File: src/rtl/code_loader_pkg.sv
// Shared types for the boot-time code loader: FSM state encoding and sizing helpers.
package code_loader_pkg;

  localparam int BYTE_W = 8;

  typedef enum logic [2:0] {
    S_CNT_HI  = 3'd0,
    S_CNT_LO  = 3'd1,
    S_DATA_HI = 3'd2,
    S_DATA_LO = 3'd3,
    S_CHK     = 3'd4,
    S_RUN     = 3'd5,
    S_ERR     = 3'd6
  } state_e;

  // Largest word count a frame may declare for a given code-memory address width.
  function automatic int max_words(input int addr_w);
    return 1 << addr_w;
  endfunction

endpackage

File: src/rtl/code_loader_register.sv
// Enable-loaded output register with asynchronous active-high reset to zero.
module code_loader_register #(
  parameter int WIDTH = 8
) (
  input  logic             clk,
  input  logic             rst,
  input  logic             en,
  input  logic [WIDTH-1:0] d,
  output logic [WIDTH-1:0] q
);

  // NOTE: sequential state is written with non-blocking assignments only, so every
  // flop samples pre-edge values regardless of process evaluation order.
  always_ff @(posedge clk or posedge rst) begin
    if (rst) begin
      q <= '0;
    end else if (en) begin
      q <= d;
    end
  end

endmodule

File: src/rtl/code_loader.sv
// Boot loader: reassembles a framed big-endian byte stream into code-memory writes and
// releases the processor with run once the frame XOR checksum matches.
module code_loader
  import code_loader_pkg::*;
#(
  parameter int ADDR_W = 9,
  parameter int WORD_W = 16
) (
  input  logic              clk,
  input  logic              rst,
  input  logic [BYTE_W-1:0] rx_data,
  input  logic              rx_valid,
  output logic              rx_ready,
  input  logic              load_req,
  output logic              code_w_en,
  output logic [ADDR_W-1:0] code_addr_in,
  output logic [WORD_W-1:0] code_in,
  output logic              run,
  output logic              busy,
  output logic              error
);

  localparam logic [15:0] MAX_N = 16'(max_words(ADDR_W));

  state_e              state_q, state_d;
  logic [ADDR_W:0]     cnt_q, cnt_d;
  logic [ADDR_W:0]     n_q, n_d;
  logic [BYTE_W-1:0]   hi_q, hi_d;
  logic [BYTE_W-1:0]   chk_q, chk_d;
  logic                w_en_q, w_en_d;
  logic                rx_ready_q, rx_ready_d;
  logic                busy_q, busy_d;
  logic                run_q, run_d;
  logic                error_q, error_d;
  logic [ADDR_W-1:0]   wr_addr_d;
  logic [WORD_W-1:0]   wr_data_d;

  logic                accept;
  logic [ADDR_W:0]     cnt_inc;
  logic [15:0]         n_word;

  assign accept  = rx_valid && rx_ready_q;
  assign cnt_inc = cnt_q + 1'b1;
  assign n_word  = {hi_q, rx_data};

  // NOTE: every signal assigned here gets a default first, so no path leaves one
  // unassigned and no latch is inferred.
  always_comb begin
    state_d   = state_q;
    cnt_d     = cnt_q;
    n_d       = n_q;
    hi_d      = hi_q;
    chk_d     = chk_q;
    w_en_d    = 1'b0;
    wr_addr_d = cnt_q[ADDR_W-1:0];
    wr_data_d = WORD_W'({hi_q, rx_data});

    if (load_req) begin
      // Abort wins over a byte accepted in the same cycle; that byte is dropped.
      state_d = S_CNT_HI;
      cnt_d   = '0;
      chk_d   = '0;
    end else if (accept) begin
      case (state_q)
        S_CNT_HI: begin
          hi_d    = rx_data;
          chk_d   = chk_q ^ rx_data;
          state_d = S_CNT_LO;
        end
        S_CNT_LO: begin
          chk_d = chk_q ^ rx_data;
          if (n_word == 16'd0 || n_word > MAX_N) begin
            state_d = S_ERR;
          end else begin
            n_d     = n_word[ADDR_W:0];
            state_d = S_DATA_HI;
          end
        end
        S_DATA_HI: begin
          hi_d    = rx_data;
          chk_d   = chk_q ^ rx_data;
          state_d = S_DATA_LO;
        end
        S_DATA_LO: begin
          chk_d   = chk_q ^ rx_data;
          w_en_d  = 1'b1;
          cnt_d   = cnt_inc;
          state_d = (cnt_inc == n_q) ? S_CHK : S_DATA_HI;
        end
        S_CHK: begin
          state_d = (rx_data == chk_q) ? S_RUN : S_ERR;
        end
        default: begin
          state_d = state_q;
        end
      endcase
    end

    // Status outputs are registered copies of the decoded next state.
    rx_ready_d = state_d inside {S_CNT_HI, S_CNT_LO, S_DATA_HI, S_DATA_LO, S_CHK};
    busy_d     = state_d inside {S_CNT_LO, S_DATA_HI, S_DATA_LO, S_CHK};
    run_d      = (state_d == S_RUN);
    error_d    = (state_d == S_ERR);
  end

  always_ff @(posedge clk or posedge rst) begin
    if (rst) begin
      state_q    <= S_CNT_HI;
      cnt_q      <= '0;
      n_q        <= '0;
      hi_q       <= '0;
      chk_q      <= '0;
      w_en_q     <= 1'b0;
      rx_ready_q <= 1'b1;
      busy_q     <= 1'b0;
      run_q      <= 1'b0;
      error_q    <= 1'b0;
    end else begin
      state_q    <= state_d;
      cnt_q      <= cnt_d;
      n_q        <= n_d;
      hi_q       <= hi_d;
      chk_q      <= chk_d;
      w_en_q     <= w_en_d;
      rx_ready_q <= rx_ready_d;
      busy_q     <= busy_d;
      run_q      <= run_d;
      error_q    <= error_d;
    end
  end

  // Address and data load together with the strobe and hold until the next one.
  code_loader_register #(.WIDTH(ADDR_W)) u_addr_reg (
    .clk (clk),
    .rst (rst),
    .en  (w_en_d),
    .d   (wr_addr_d),
    .q   (code_addr_in)
  );

  code_loader_register #(.WIDTH(WORD_W)) u_data_reg (
    .clk (clk),
    .rst (rst),
    .en  (w_en_d),
    .d   (wr_data_d),
    .q   (code_in)
  );

  assign code_w_en = w_en_q;
  assign rx_ready  = rx_ready_q;
  assign busy      = busy_q;
  assign run       = run_q;
  assign error     = error_q;

endmodule

File: config.mk
export PLATFORM = sky130hd
export DESIGN_NAME = code_loader
export DESIGN_NICKNAME = d
export VERILOG_FILES = /design/src/rtl/code_loader_pkg.sv /design/src/rtl/code_loader_register.sv /design/src/rtl/code_loader.sv
export SDC_FILE = /design/constraint.sdc
export NUM_CORES = 1
export LEC_CHECK = 0
export ABC_CLOCK_PERIOD_IN_PS = 6150
export BUFFER_PORTS_ARGS = -buffer_cell sky130_fd_sc_hd__buf_2
export CAP_MARGIN = 5
export CORE_UTILIZATION = 62
export DETAILED_ROUTE_END_ITERATION = 12
export PLACE_DENSITY_LB_ADDON = 0.1
export SETUP_SLACK_MARGIN = 0.1
export SKIP_CTS_REPAIR_TIMING = 1
export SYNTH_ARGS = -nofsm -noshare
export SYNTH_HDL_FRONTEND = slang
export SYNTH_SLANG_ARGS = --single-unit
File: constraint.sdc
create_clock -name clk -period 6.15 [get_ports clk]
set_input_delay 0.3075 -clock clk [delete_from_list [all_inputs] [get_ports clk]]
set_output_delay 0.3075 -clock clk [all_outputs]
set_load 0.005 [all_outputs]
; Yosys cells after proc, flatten, opt, wreduce, memory -nomap -nowiden
; Index checks and enable logic that the tools add are counted.
; Widths: inputs -> output; s select.
[totals]
regBits = 69
latch_bits = 0
mem_bits_rw = 0
mem_bits_ro = 0
memories = 0
[classes]
addsub = 1
mul = 0
n_div = 0
n_lt_le_gt_ge = 1
n_eq_ne = 12
shift = 0
mux = 15
n_bitwise = 3
reduce_logical = 16
[ops]
columns = op, n
row1 = $mux 10, 3
row2 = $mux 8, 3
row3 = $gt 16x10->1 const B, 1
row4 = $logic_not 16->1, 1
row5 = $pmux 3 s5, 1
row6 = $eq 3x2->1 const B, 4
row7 = $eq 3x3->1 const B, 4
row8 = $mux 3, 4
row9 = $add 10x1->10 const B, 1
row10 = $eq 10x10->1, 1
row11 = $eq 8x8->1, 1
row12 = $xor 8x8->8, 1
row13 = $eq 3x1->1 const B, 2
row14 = $logic_not 3->1, 2
row15 = $reduce_bool 2->1, 3
row16 = $reduce_bool 5->1, 1
row17 = $reduce_and 2->1, 2
row18 = $reduce_and 4->1, 1
row19 = $reduce_bool 4->1, 1
row20 = $reduce_or 4->1, 1
row21 = $mux 1, 3
row22 = $reduce_and 3->1, 1
row23 = $mux 2, 1
row24 = $not 1->1, 2
row25 = other kinds (3), 3

; Depth between registers and ports, before layout
; Gate-level depths: netlist (run 1).
[depth]
ltp_word = 8
mapped_depth = 7
ltp_nobuf = 7

; Modules after synthesis
; A second synthesis (run 1) with hierarchy kept.
[hier_totals]
hier_cells = 288
area_unflattened_um2 = 3503.4
[modules_own_cells]
columns = mod, n_inst, cells_per_inst, area_per_inst_um2, seq_area_each_um2
row1 = code_loader, 1, 233, 2474.9, 1102.3
row2 = code_loader_register at u_data_reg, 1, 35, 653.1, 400.4
row3 = code_loader_register at u_addr_reg, 1, 20, 375.4, 225.2

; Least setup slack after synthesis (run 1)
; No wires, ideal clock.
[synth_timing]
path_kind = flip-flop to flip-flop
start = register cnt_q[0]
end = register run_q (netlist: run)
setup_time_ns = 0.073
t_arrival_ns = 2.022
slack_ns = 4.055
path_stages_with_launch = 8
path_buffers = 0
synth_period_minus_slack_ns = 2.095
path_cell_list = dfrtp_1 > ha_1 > nand2_2 > nor2_2 > a2111oi_0 > nor3_1 > or4_4 > a21boi_2
[synth_between]
elab_chain_len = 7
[synth_lines]
columns = element, line
row1 = start: declaration, code_loader.sv:26  ; logic [ADDR_W:0] cnt_q, cnt_d;
row2 = start signal: assignment, code_loader.sv:120  ; cnt_q <= cnt_d;
row3 = $add 10x1->10, code_loader.sv:43  ; assign cnt_inc = cnt_q + 1'b1;
row4 = $eq 10x10->1, code_loader.sv:88  ; state_d = (cnt_inc == n_q) ? S_CHK : S_DATA_HI;
row5 = $mux 3, code_loader.sv:88
row6 = $pmux 3 s5, code_loader.sv:64  ; case (state_q)
row7 = $mux 3, code_loader.sv:63  ; end else if (accept) begin
row8 = $mux 3, code_loader.sv:58  ; if (load_req) begin
row9 = $eq 3x3->1, code_loader.sv:102  ; run_d = (state_d == S_RUN);
row10 = via run_d, code_loader.sv:33  ; logic run_q, run_d;
row11 = end signal: assignment, code_loader.sv:127  ; run_q <= run_d;
row12 = end: declaration, code_loader.sv:33
; The timed path passes the listed nets, and every way through them passes these cells.
; A chain may end at the register's enable or synchronous reset.

; Worst setup path in the final report (run 1)
[layout_timing]
start = register rx_ready_q (netlist: rx_ready)
end = register run_q (netlist: run)
[layout_between]
elab_chain_len = 4
[layout_lines]
columns = element, line
row1 = start: declaration, code_loader.sv:31  ; logic rx_ready_q, rx_ready_d;
row2 = start signal: assignment, code_loader.sv:125  ; rx_ready_q <= rx_ready_d;
row3 = $logic_and 1x1->1, code_loader.sv:42  ; assign accept = rx_valid && rx_ready_q;
row4 = $mux 3, code_loader.sv:63
row5 = $mux 3, code_loader.sv:58
row6 = $eq 3x3->1, code_loader.sv:102
row7 = via run_d, code_loader.sv:33
; The timed path passes the listed nets, and every way through them passes these cells.

==> key figures, run 1 <==
Clock tree
  • CTS Buf Count: 9
  • Clk buf depth: 2
  • CTS tree: built
  • Number of H-tree levels: 3
  • Clock Pin Slew Worst Setup and Hold Paths: 0.07 ns
  • Clk_lat worst skew: 0.34 ns
  • Clock sinks: 69
  • CTS root buf: clkbuf_8

Place
  • Gp weighted congestion: 0.8697
  • Port buffer count: 41
  • DP Cell Count: 384
  • Dpl hpwl: 4305 um

Finish
  • Net count, final: 338
  • N_diodes: 0
  • Layout cells sized above 1: 0.3313
  • FF/Latch Area: 0.001728 sq mm
  • # fillers: 371
  • Util after Layout: 0.7278
  • Layout area overhead: 13.09%
  • Area of the multi-input gates: 0.001464 sq mm
  • Final std cells w/o fill: 399

Floorplan
  • Initial Util: 0.6436
  • Ports: 42
  • Placeable Area: 0.005107 sq mm
  • Die Span Y: 74.81 um
  • Die Area: 0.005597 sq mm
  • Row count: 26
  • Die W: 74.81 um

Synthesis
  • Syn Nets: 297
  • Syn avg cell area: 11.57 sq um
  • EDFF count, synth: 0
  • Synthesized cell area: 0.003287 sq mm
  • Sequential share of the synthesized area: 0.5257
  • Distinct cell type count after synthesis: 51
  • Yosys Warn Count: 0
  • Synth async-reset ratio: 1.000
  • Cells after Synth: 284
  • Synthesized flop and latch total: 69
  • Post-synth top flop: dfrtp_1

Status
  • Status: complete, but fails checks
  • Failing checks: DRC

Drt
  • Via count: 2273
  • DRC viols: 1
  • Final WL: 6364 um
  • Vias per cell: 5.697
  • Post-DRT Antenna Nets: 0
  • Routed length per instance: 15.95 um
  • Iteration-0 DRC Markers: 134
  • TritonRoute pass-1 iters: 10

Worst setup path
  • CP max stage cell: nor2_4
  • Arr. time, crit path: 3.17 ns
  • CP max FO: 24
  • Delay-heaviest family, CP: simple AND/OR/NAND/NOR gates
  • Crit path kind: flop to flop
  • R2R Path Start: rx_ready
  • Crit path cell chain: and3b_1 -> nand3_2 -> nor2_4 -> inv_1 -> or4_4 -> a21boi_2
  • Critical path buffer and inverter count: 1
  • Worst Path Required: 6.43 ns
  • Reg-to-Reg End: run
  • Critical Path End Type: flop
  • Flop2flop setup slack: 3.25 ns
  • R2R depth: 6
  • Startpoint type of the worst setup path: flop
  • Slowest stage delay, CP: 0.61 ns

Power and ir drop
  • Sequential power share: 0.513
  • Clk network pwr share: 0.351
  • Peak supply drop: 292.6 uV
  • Combinational share of power: 0.135
  • Net Sw Frac: 0.2555
  • Internal power: 0.0007783 W
  • Pwr dens: 281.3 mW/mm^2
  • Leak pwr: 1.808 nW
  • Switch Pwr: 0.0002672 W

Timing
  • Skew final: 0.007807 ns
  • Relative slew slack: 0.4485
  • Worst-Margin Slew: 0.8241 ns
  • Max Slew Vio Count: 0
  • Final Critical Period: 2.898 ns
  • Final setup vio count: 0
  • Final Hold Fails: 0
  • FMAX: 345.0 MHz
  • RSZ-0062 raised after global routing: no
  • Setup TNS: 0 ns
  • Hold slack final: 0.2080 ns
  • Final Cycle Share: 0.4713

Global route
  • Vias in the first global route: 2164
  • Initial antenna violation count: 0
  • First-pass GRT wire length: 10330 um
  • Pin count of the biggest net entering global routing: 70
  • Total grt overflow: 0
  • All-Layer GR Usage: 0.2559

Flow run
  • Max-cap viol count: 0

Hold path
  • Worst Hold Class: primary input to async pin
-- state kept, by name, indices dropped and copies added, names as in the netlist --
register      cells
u_data_reg.q     16
cnt_q            10
n_q              10
u_addr_reg.q      9
chk_q             8
hi_q              8
state_q           3
busy              1
code_w_en         1
error             1
run               1
rx_ready          1
-- worst max path at each step --
stage / slack, ns / endpoint / start / depth (start not counted)
6_report: 3.25 / run / rx_ready / 6
5_1_grt: 3.07 / run / rx_ready / 6
4_1_cts: 3.27 / run / rx_ready / 6
3_5_place_dp: 3.29 / run / rx_ready / 6
3_3_place_gp: 3.36 / run / rx_ready / 6
2_1_floorplan: 4.05 / run / cnt_q[0] / 7
-- placed cells by master, fill, tap and decap left out, drive strengths merged, types with 4 or more instances in the layout --
cell type,netlist,layout
xnor2,14,14
mux2,39,39
and3,4,4
buf,8,42
nand3,5,5
nor3,9,9
nand2b,4,4
nand2,23,23
nor4,7,7
xor2,24,24
nor2,28,28
dfrtp,68,68
a21oi,5,5
clkbuf,4,11
inv,7,7
o21ai,7,7
-- power groups by stage --
stage          logic (W)  clock network, W  registers, W
2_1_floorplan  0.0000945                 0      0.000538
3_3_place_gp    0.000138                 0      0.000542
3_5_place_dp    0.000142                 0      0.000544
4_1_cts         0.000143          0.000373      0.000536
5_1_grt         0.000157          0.000392      0.000543
6_report        0.000142          0.000367      0.000537
-- cell families (layout without fill, tap and decap cells) --
family          count (synthesis)  count (layout)  synth area share
compound gates                 27              27           0.05748
flops                          69              69            0.5257
buf+inv                        19              64           0.02893
xor+xnor                       38              38            0.1013
fa+ha+maj                       1               1          0.003806
mux                            41              41            0.1397
simple gates                   89              89            0.1431
-- per-layer routing --
layer  up-vias  global-route usage  share of wire
met5         -                   0              0
met4         0              0.1342          0.016
met3         8             0.04685          0.044
met2        61              0.3774           0.46
met1      1130              0.3630           0.47
li1       1074                   -              -
-- cell type report --
type / instances / share of cell area
tap: 70 / 0.02356
timing repair buffer: 42 / 0.05722
clock buffer: 11 / 0.04073
clock inverter: 4 / 0.01279
sequential: 69 / 0.4648
inverter: 7 / 0.007068
multi-input combinational: 196 / 0.3938
-- cell usage after synthesis (5+ instances only) --
cell | n | area [sq um]
xor2_1 | 24 | 210.2
dfrtp_1 | 68 | 1702
nor4_1 | 7 | 43.79
o21ai_0 | 6 | 30.03
nand2_1 | 21 | 78.83
inv_1 | 7 | 26.28
mux2_2 | 39 | 439.2
nor3_1 | 9 | 45.04
nor2_1 | 26 | 97.59
a21oi_1 | 5 | 25.02
xnor2_1 | 14 | 122.6
-- worst register-to-register path: stages, from the launching register on --
cell and delay (ns):
dfstp_2 0.54, and3b_1 0.46, nand3_2 0.25, nor2_4 0.61, inv_1 0.24, or4_4 0.60, a21boi_2 0.13
-- per-stage QoR --
stage	setup slack, ns	power, W	area [sq um]
2_1_floorplan	4.055	0.0006326	3287
3_3_place_gp	3.363	0.0006796	3518
3_5_place_dp	3.289	0.0006860	3518
4_1_cts	3.267	0.001052	3717
5_1_grt	3.067	0.001092	3717
6_report	3.252	0.001046	3717
Power figures use the tool's default switching activity.
==> run 2, diff against run 1 <==
--- a/config.mk
+++ b/config.mk
@@ -5,10 +5,11 @@
 export SDC_FILE = /design/constraint.sdc
 export NUM_CORES = 1
 export LEC_CHECK = 0
-export ABC_CLOCK_PERIOD_IN_PS = 6150
+export ABC_AREA = 1
+export ABC_CLOCK_PERIOD_IN_PS = 2700
 export BUFFER_PORTS_ARGS = -buffer_cell sky130_fd_sc_hd__buf_2
 export CAP_MARGIN = 5
-export CORE_UTILIZATION = 62
+export CORE_UTILIZATION = 57
 export DETAILED_ROUTE_END_ITERATION = 12
 export PLACE_DENSITY_LB_ADDON = 0.1
 export SETUP_SLACK_MARGIN = 0.1
==> constraint.sdc (replaced) <==
create_clock -name clk -period 2.7 [get_ports clk]
set_input_delay 0.135 -clock clk [delete_from_list [all_inputs] [get_ports clk]]
set_output_delay 0.135 -clock clk [all_outputs]
set_load 0.005 [all_outputs]
==> key figures, run 2 <==
Finish
  • Net count, final: 442 (was 338)
  • Layout area overhead: 15.57% (was 13.09%)
  • Regs by FF count: u_data_reg.q x16, cnt_q x10, n_q x10 (unchanged)
  • # fillers: 397 (was 371)
  • Most common cell after layout, fill and taps aside: nand2_1 (was dfrtp_1)
  • FF/Latch Area: 0.001728 sq mm (unchanged)
  • Final Instance Area: 0.003679 sq mm (was 0.003717 sq mm)
  • Top register by number of flip-flops: u_data_reg.q (unchanged)
  • Layout cells sized above 1: 0.1774 (was 0.3313)
  • Area of the multi-input gates: 0.001234 sq mm (was 0.001464 sq mm)
  • N_diodes: 0 (unchanged)
  • Most frequent cells in the layout: nand2_1, dfrtp_1, o21ai_0 (was dfrtp_1, buf_2, mux2_2)
  • Max reg flops: 16 (unchanged)

Global route
  • Pin count of the biggest net entering global routing: 47 (was 70)
  • Initial antenna violation count: 0 (unchanged)
  • Total grt overflow: 0 (unchanged)
  • First-pass GRT wire length: 11410 um (was 10330 um)
  • Vias in the first global route: 2507 (was 2164)
  • All-Layer GR Usage: 0.2512 (was 0.2559)

Floorplan
  • Row count: 26 (unchanged)
  • Placeable Area: 0.005238 sq mm (was 0.005107 sq mm)
  • Initial Util: 0.6077 (was 0.6436)
  • Die Area: 0.005887 sq mm (was 0.005597 sq mm)
  • Die W: 76.73 um (was 74.81 um)
  • Ports: 42 (unchanged)
  • Die Span Y: 76.73 um (was 74.81 um)

Synthesis
  • Synthesized flop and latch total: 69 (unchanged)
  • Top-count cell post-synth: nand2_1 (was dfrtp_1)
  • Sequential share of the synthesized area: 0.5428 (was 0.5257)
  • Syn Nets: 396 (was 297)
  • EDFF count, synth: 0 (unchanged)
  • Dominant cells by area after synthesis: dfrtp_1, nand2_1, o21ai_0 (was dfrtp_1, mux2_2, xor2_1)
  • Synth top cells by count: nand2_1, dfrtp_1, o21ai_0 (was dfrtp_1, mux2_2, nor2_1)
  • Cells after Synth: 383 (was 284)
  • Post-synth top flop: dfrtp_1 (unchanged)
  • Yosys Warn Count: 0 (unchanged)
  • Largest area contributor in the netlist: dfrtp_1 (unchanged)
  • Distinct cell type count after synthesis: 27 (was 51)
  • Synth async-reset ratio: 1.000 (unchanged)
  • Synthesized cell area: 0.003183 sq mm (was 0.003287 sq mm)
  • Syn avg cell area: 8.311 sq um (was 11.57 sq um)
  • Top cell type's share of synthesized area: 0.5346 (was 0.5177)

Place
  • Port buffer count: 41 (unchanged)
  • Post-DP Area: 0.003470 sq mm (was 0.003518 sq mm)
  • Dpl hpwl: 4642 um (was 4305 um)
  • Gp weighted congestion: 0.8833 (was 0.8697)

Timing
  • RSZ-0062 raised after global routing: no (unchanged)
  • Skew final: 0.009564 ns (was 0.007807 ns)
  • Worst-Margin Slew: 0.8431 ns (was 0.8241 ns)
  • Relative slew slack: 0.4373 (was 0.4485)
  • Final Cycle Share: 0.7439 (was 0.4713)
  • Final setup vio count: 0 (unchanged)
  • Final Hold Fails: 0 (unchanged)
  • Final Critical Period: 2.008 ns (was 2.898 ns)
  • Max Slew Vio Count: 0 (unchanged)
  • Setup TNS: 0 ns (unchanged)
  • FMAX: 497.9 MHz (was 345.0 MHz)

Worst setup path
  • R2R Path Start: cnt_q[0] (was rx_ready)
  • CP max FO: 6 (was 24)
  • Worst Path Required: 2.97 ns (was 6.43 ns)
  • Critical Path End Type: flop (unchanged)
  • Startpoint type of the worst setup path: flop (unchanged)
  • Reg-to-Reg End: busy (was run)
  • Crit path cell chain: ha_1 -> nand2_2 -> inv_2 -> nand2_1 -> nand2_2 -> nand2_1 -> nand2_1 -> nor2_1 -> nand2_1 -> nor2_2 -> nand4_1 -> nand2_1 -> nand3_1 -> nand2_2 -> inv_2 -> nor2_1 (was and3b_1 -> nand3_2 -> nor2_4 -> inv_1 -> or4_4 -> a21boi_2)
  • CP dominant cell by count: nand2_1
  • Flop2flop setup slack: 0.69 ns (was 3.25 ns)
  • Crit path kind: flop to flop (unchanged)
  • Slowest stage delay, CP: 0.47 ns (was 0.61 ns)
  • Arr. time, crit path: 2.28 ns (was 3.17 ns)
  • R2R depth: 16 (was 6)
  • CP max stage cell: dfrtp_1 (was nor2_4)

Drt
  • TritonRoute pass-1 iters: 4 (was 10)
  • Vias per cell: 5.200 (was 5.697)
  • Final WL: 6595 um (was 6364 um)
  • DRC viols: 0 (was 1)
  • Via count: 2621 (was 2273)
  • Post-DRT Antenna Nets: 0 (unchanged)
  • Routed length per instance: 13.09 um (was 15.95 um)
  • Iteration-0 DRC Markers: 176 (was 134)

Status
  • Status: complete, no violations (was complete, but fails checks)

Hold path
  • Worst Hold Class: primary input to flop (was primary input to async pin)
  • Hold Path Origin: rx_data[4]
  • Hold Path Depth: 3
  • Worst Hold Path EP: chk_q[4]

Clock tree
  • Clk_lat worst skew: 0.35 ns (was 0.34 ns)
  • CTS Buf Count: 9 (unchanged)
  • CTS root buf: clkbuf_8 (unchanged)
  • Clock sinks: 69 (unchanged)
  • Number of H-tree levels: 3 (unchanged)
  • Clock Pin Slew Worst Setup and Hold Paths: 0.08 ns (was 0.07 ns)
  • CTS tree: built (unchanged)
  • Clk buf depth: 2 (unchanged)

Power and ir drop
  • Pwr dens: 716.7 mW/mm^2 (was 281.3 mW/mm^2)
  • Leak pwr: 1.886 nW (was 1.808 nW)
  • Peak supply drop: 416.6 uV (was 292.6 uV)

Flow run
  • Max-cap viol count: 0 (unchanged)
-- run 2: area by class of cell --
cell class / count / area share
Timing Repair Buffer: 45 / 0.06803
Clock buffer: 10 / 0.03469
Clock inverter: 6 / 0.01939
Sequential cell: 69 / 0.4697
Multi-Input combinational cell: 256 / 0.3354
Inverter: 48 / 0.04898
Tap cell: 70 / 0.02381
-- run 2: per-layer routing --
layer	track usage	vias up	routed length (um)
met5	0	-	0
met4	0.09231	0	72
met3	0.05357	9	397
met2	0.3884	66	3089
met1	0.3493	1224	3036
li1	-	1322	-
-- run 2: cells by family (layout without fill, tap and decap cells) --
| group | count (synthesis) | count (layout) | synth area share |
|---|---|---|---|
| flip-flops | 69 | 69 | 0.5428 |
| AND/OR/NAND/NOR | 180 | 180 | 0.2516 |
| adder cells (fa/ha/maj) | 1 | 1 | 0.003930 |
| buffers and inverters | 58 | 109 | 0.06957 |
| XOR/XNOR | 9 | 9 | 0.02477 |
| AO/OA/AOI/OAI | 66 | 66 | 0.1073 |
-- run 2: per-stage QoR --
| stage | util | hold WS (ns) | std cells | power [W] | setup slack [ns] |
|---|---|---|---|---|---|
| floorplan | - | 0.3286 | 383 | 0.001621 | 0.8268 |
| global placement | 0.6624 | 0.1958 | 487 | 0.001781 | 0.7440 |
| detailed placement | 0.6624 | 0.1987 | 487 | 0.001800 | 0.6996 |
| CTS | 0.7004 | -0.1760 | 503 | 0.002643 | 0.6646 |
| global route | 0.7023 | 0.1724 | 504 | 0.002780 | 0.4603 |
| finish | 0.7023 | 0.1413 | 504 | 0.002637 | 0.6916 |
-- run 2: report_power, final --
part           internal, W  leakage [nW]  switching [W]
clock network     0.000435        0.0935       0.000420
logic             0.000197         0.864       0.000273
registers          0.00120         0.928       0.000110
-- run 2: worst max-delay path by stage --
stage | from | cells after the start | end
2_1_floorplan | rst | 1 | busy
3_3_place_gp | cnt_q[0] | 15 | busy
3_5_place_dp | cnt_q[0] | 16 | busy
4_1_cts | cnt_q[0] | 16 | busy
5_1_grt | cnt_q[0] | 15 | busy
6_report | cnt_q[0] | 16 | busy
-- run 2: worst max-delay path: cells and delay by family, from the launching register on --
kind	cells	cell delay [ns]
simple gates	13	1.09
flops	1	0.47
fa+ha+maj	1	0.27
buf+inv	2	0.10
==> run 3, diff against run 2 <==
--- a/config.mk
+++ b/config.mk
@@ -6,7 +6,7 @@
 export NUM_CORES = 1
 export LEC_CHECK = 0
 export ABC_AREA = 1
-export ABC_CLOCK_PERIOD_IN_PS = 2700
+export ABC_CLOCK_PERIOD_IN_PS = 1900
 export BUFFER_PORTS_ARGS = -buffer_cell sky130_fd_sc_hd__buf_2
 export CAP_MARGIN = 5
 export CORE_UTILIZATION = 57
==> constraint.sdc (replaced) <==
create_clock -name clk -period 1.9 [get_ports clk]
set_input_delay 0.095 -clock clk [delete_from_list [all_inputs] [get_ports clk]]
set_output_delay 0.095 -clock clk [all_outputs]
set_load 0.005 [all_outputs]
==> key figures, run 3 (same netlist as run 2, synthesis figures left out) <==
Status
  • Status: complete, but fails checks (was complete, no violations)
  • Failing checks: setup timing

Finish
  • Layout cells sized above 1: 0.2222 (was 0.1774)
  • Most frequent cells in the layout: nand2_1, dfrtp_1, o21ai_0 (unchanged)
  • Most common cell after layout, fill and taps aside: nand2_1 (unchanged)
  • Net count, final: 451 (was 442)
  • Final std cells w/o fill: 511 (was 504)
  • Regs by FF count: u_data_reg.q x16, cnt_q x10, n_q x10 (unchanged)
  • Top register by number of flip-flops: u_data_reg.q (unchanged)
  • Layout area overhead: 19.50% (was 15.57%)
  • Max reg flops: 16 (unchanged)
  • N_diodes: 0 (unchanged)

Drt
  • WL met2: 3427 um (was 3089 um)
  • Max Used Layer: met4 (unchanged)
  • TritonRoute pass-1 iters: 5 (was 4)
  • DRC viols: 0 (unchanged)
  • Routed length per instance: 13.72 um (was 13.09 um)
  • Via count: 2710 (was 2621)
  • Iteration-0 DRC Markers: 232 (was 176)
  • Post-DRT Antenna Nets: 0 (unchanged)
  • WL met3: 266 um (was 397 um)
  • Wl on met1: 3158 um (was 3036 um)
  • Final WL: 7011 um (was 6595 um)
  • Vias per cell: 5.303 (was 5.200)

Worst setup path
  • Crit path launch: cnt_q[0] (unchanged)
  • Worst Path Required: 2.13 ns (was 2.97 ns)
  • Flop2flop setup slack: -0.0007 ns (was 0.69 ns)
  • Reg-to-Reg End: busy (unchanged)
  • Crit path kind: flop to flop (unchanged)
  • CP max FO: 2 (was 6)
  • Critical Path End Type: flop (unchanged)
  • R2R depth: 14 (was 16)
  • Worst Setup EP: busy (unchanged)
  • Arr. time, crit path: 2.13 ns (was 2.28 ns)
  • Startpoint type of the worst setup path: flop (unchanged)
  • R2R Path Start: cnt_q[0] (unchanged)

Floorplan
  • Ports: 42 (unchanged)
  • Initial Util: 0.6077 (unchanged)
  • Die W: 76.73 um (unchanged)
  • Die Area: 0.005887 sq mm (unchanged)
  • Placeable Area: 0.005238 sq mm (unchanged)
  • Row count: 26 (unchanged)
  • Die Span Y: 76.73 um (unchanged)

Clock tree
  • Clk_lat worst skew: 0.34 ns (was 0.35 ns)
  • Clock Pin Slew Worst Setup and Hold Paths: 0.07 ns (was 0.08 ns)
  • Number of H-tree levels: 3 (unchanged)
  • Clk buf depth: 2 (unchanged)
  • CTS root buf: clkbuf_8 (unchanged)
  • Clock sinks: 69 (unchanged)
  • CTS tree: built (unchanged)
  • CTS Buf Count: 9 (unchanged)

Global route
  • Initial antenna violation count: 0 (unchanged)
  • Pin count of the biggest net entering global routing: 46 (was 47)
  • All-Layer GR Usage: 0.2612 (was 0.2512)
  • Total grt overflow: 0 (unchanged)
  • Vias in the first global route: 2651 (was 2507)
  • First-pass GRT wire length: 12000 um (was 11410 um)

Timing
  • Worst Setup Slack, final: -0.0007099 ns (was 0.6916 ns)
  • Worst-Margin Slew: 0.5474 ns (was 0.8431 ns)
  • Final Cycle Share: 1.000 (was 0.7439)
  • FMAX: 526.1 MHz (was 497.9 MHz)
  • RSZ-0062 raised after global routing: yes (was no)
  • Max Slew Vio Count: 0 (unchanged)
  • Final Critical Period: 1.901 ns (was 2.008 ns)
  • Relative slew slack: 0.6343 (was 0.4373)
  • Final Hold Fails: 0 (unchanged)
  • Final setup vio count: 1 (was 0)
  • Hold slack final: 0.09159 ns (was 0.1413 ns)
  • Skew final: 0.004829 ns (was 0.009564 ns)

Power and ir drop
  • Leak pwr: 1.942 nW (was 1.886 nW)
  • Pwr dens: 982.7 mW/mm^2 (was 716.7 mW/mm^2)
  • Net Sw Frac: 0.2975 (was 0.3047)
  • Peak supply drop: 627.7 uV (was 416.6 uV)
  • Clk network pwr share: 0.313 (was 0.324)
  • Switch Pwr: 0.001112 W (was 0.0008033 W)
  • Sequential power share: 0.499 (was 0.497)
  • Combinational share of power: 0.188 (was 0.178)
  • Internal power: 0.002626 W (was 0.001833 W)

Hold path
  • Worst Hold Class: primary input to flop (unchanged)
  • Hold Path Depth: 3 (unchanged)

Flow run
  • Max-cap viol count: 0 (unchanged)

Place
  • Gp weighted congestion: 0.8860 (was 0.8833)
  • Port buffer count: 41 (unchanged)
  • Dpl hpwl: 4915 um (was 4642 um)
  • DP Cell Count: 493 (was 487)
[run 3: cell count changes in the layout (fill, tap and decap cells not counted), sizes merged]
cell,delta
inv,-3
buf,+9
clkinvlp,+1
[run 3: cell type report]
class | instances | area [sq um]
clock buffers | 10 | 137.6
multi-input cells | 256 | 1285
flip-flops and latches | 69 | 1729
well taps | 70 | 87.58
repair buffers | 54 | 325.3
fillers | 419 | 1434
inverters | 48 | 188.9
clock inverters | 4 | 50.05
[run 3: how the worst min path moves through the flow]
stage	from	end	slack (ns)
after global routing	rx_data[6]	chk_q[6]	0.15
after detailed placement	rst	u_data_reg.q[14]	0.17
after global placement	rst	u_data_reg.q[14]	0.17
final	rx_data[0]	chk_q[0]	0.09
after floorplan	rst	busy	0.26
after CTS	rst	u_data_reg.q[14]	-0.19
[run 3: metal layers]
| metal | vias up | GRT usage |
|---|---|---|
| li1 | 1338 | - |
| met1 | 1275 | 0.3584 |
| met2 | 82 | 0.4089 |
| met3 | 15 | 0.05357 |
| met4 | 0 | 0.1000 |
| met5 | - | 0 |
[run 3: worst max-delay path, cell delays in order (launching register included)]
cell     delay [ns]
dfrtp_1        0.43
ha_4           0.30
inv_2          0.03
nand2_1        0.04
nand2_1        0.05
nor2_1         0.09
nand2_1        0.06
nor2_1         0.08
nand3_1        0.08
nor2_2         0.16
nand4_1        0.11
nand2_2        0.11
nand3_2        0.08
nor2_1         0.11
nor2_1         0.06
[run 3: power by group through the flow]
stage | clock, W | combinational [W] | sequential [W]
CTS | 0.00117 | 0.000686 | 0.00187
finish | 0.00117 | 0.000702 | 0.00186
global placement | 0 | 0.000658 | 0.00188
global route | 0.00124 | 0.000821 | 0.00189
floorplan | 0 | 0.000436 | 0.00187
detailed placement | 0 | 0.000681 | 0.00189
[run 3: through the flow]
step / util / total power (W) / cell area (sq um) / setup TNS (ns) / setup WS (ns)
final: 0.7262 / 0.003738 / 3804 / -0.0007099 / -0.0007099
after detailed placement: 0.6718 / 0.002568 / 3518 / 0 / 0.009378
after floorplan: - / 0.002304 / 3187 / 0 / 0.1492
after CTS: 0.7076 / 0.003722 / 3706 / 0 / 0.004687
after global routing: 0.7262 / 0.003951 / 3804 / -0.4694 / -0.1505
after global placement: 0.6718 / 0.002539 / 3518 / 0 / 0.09345
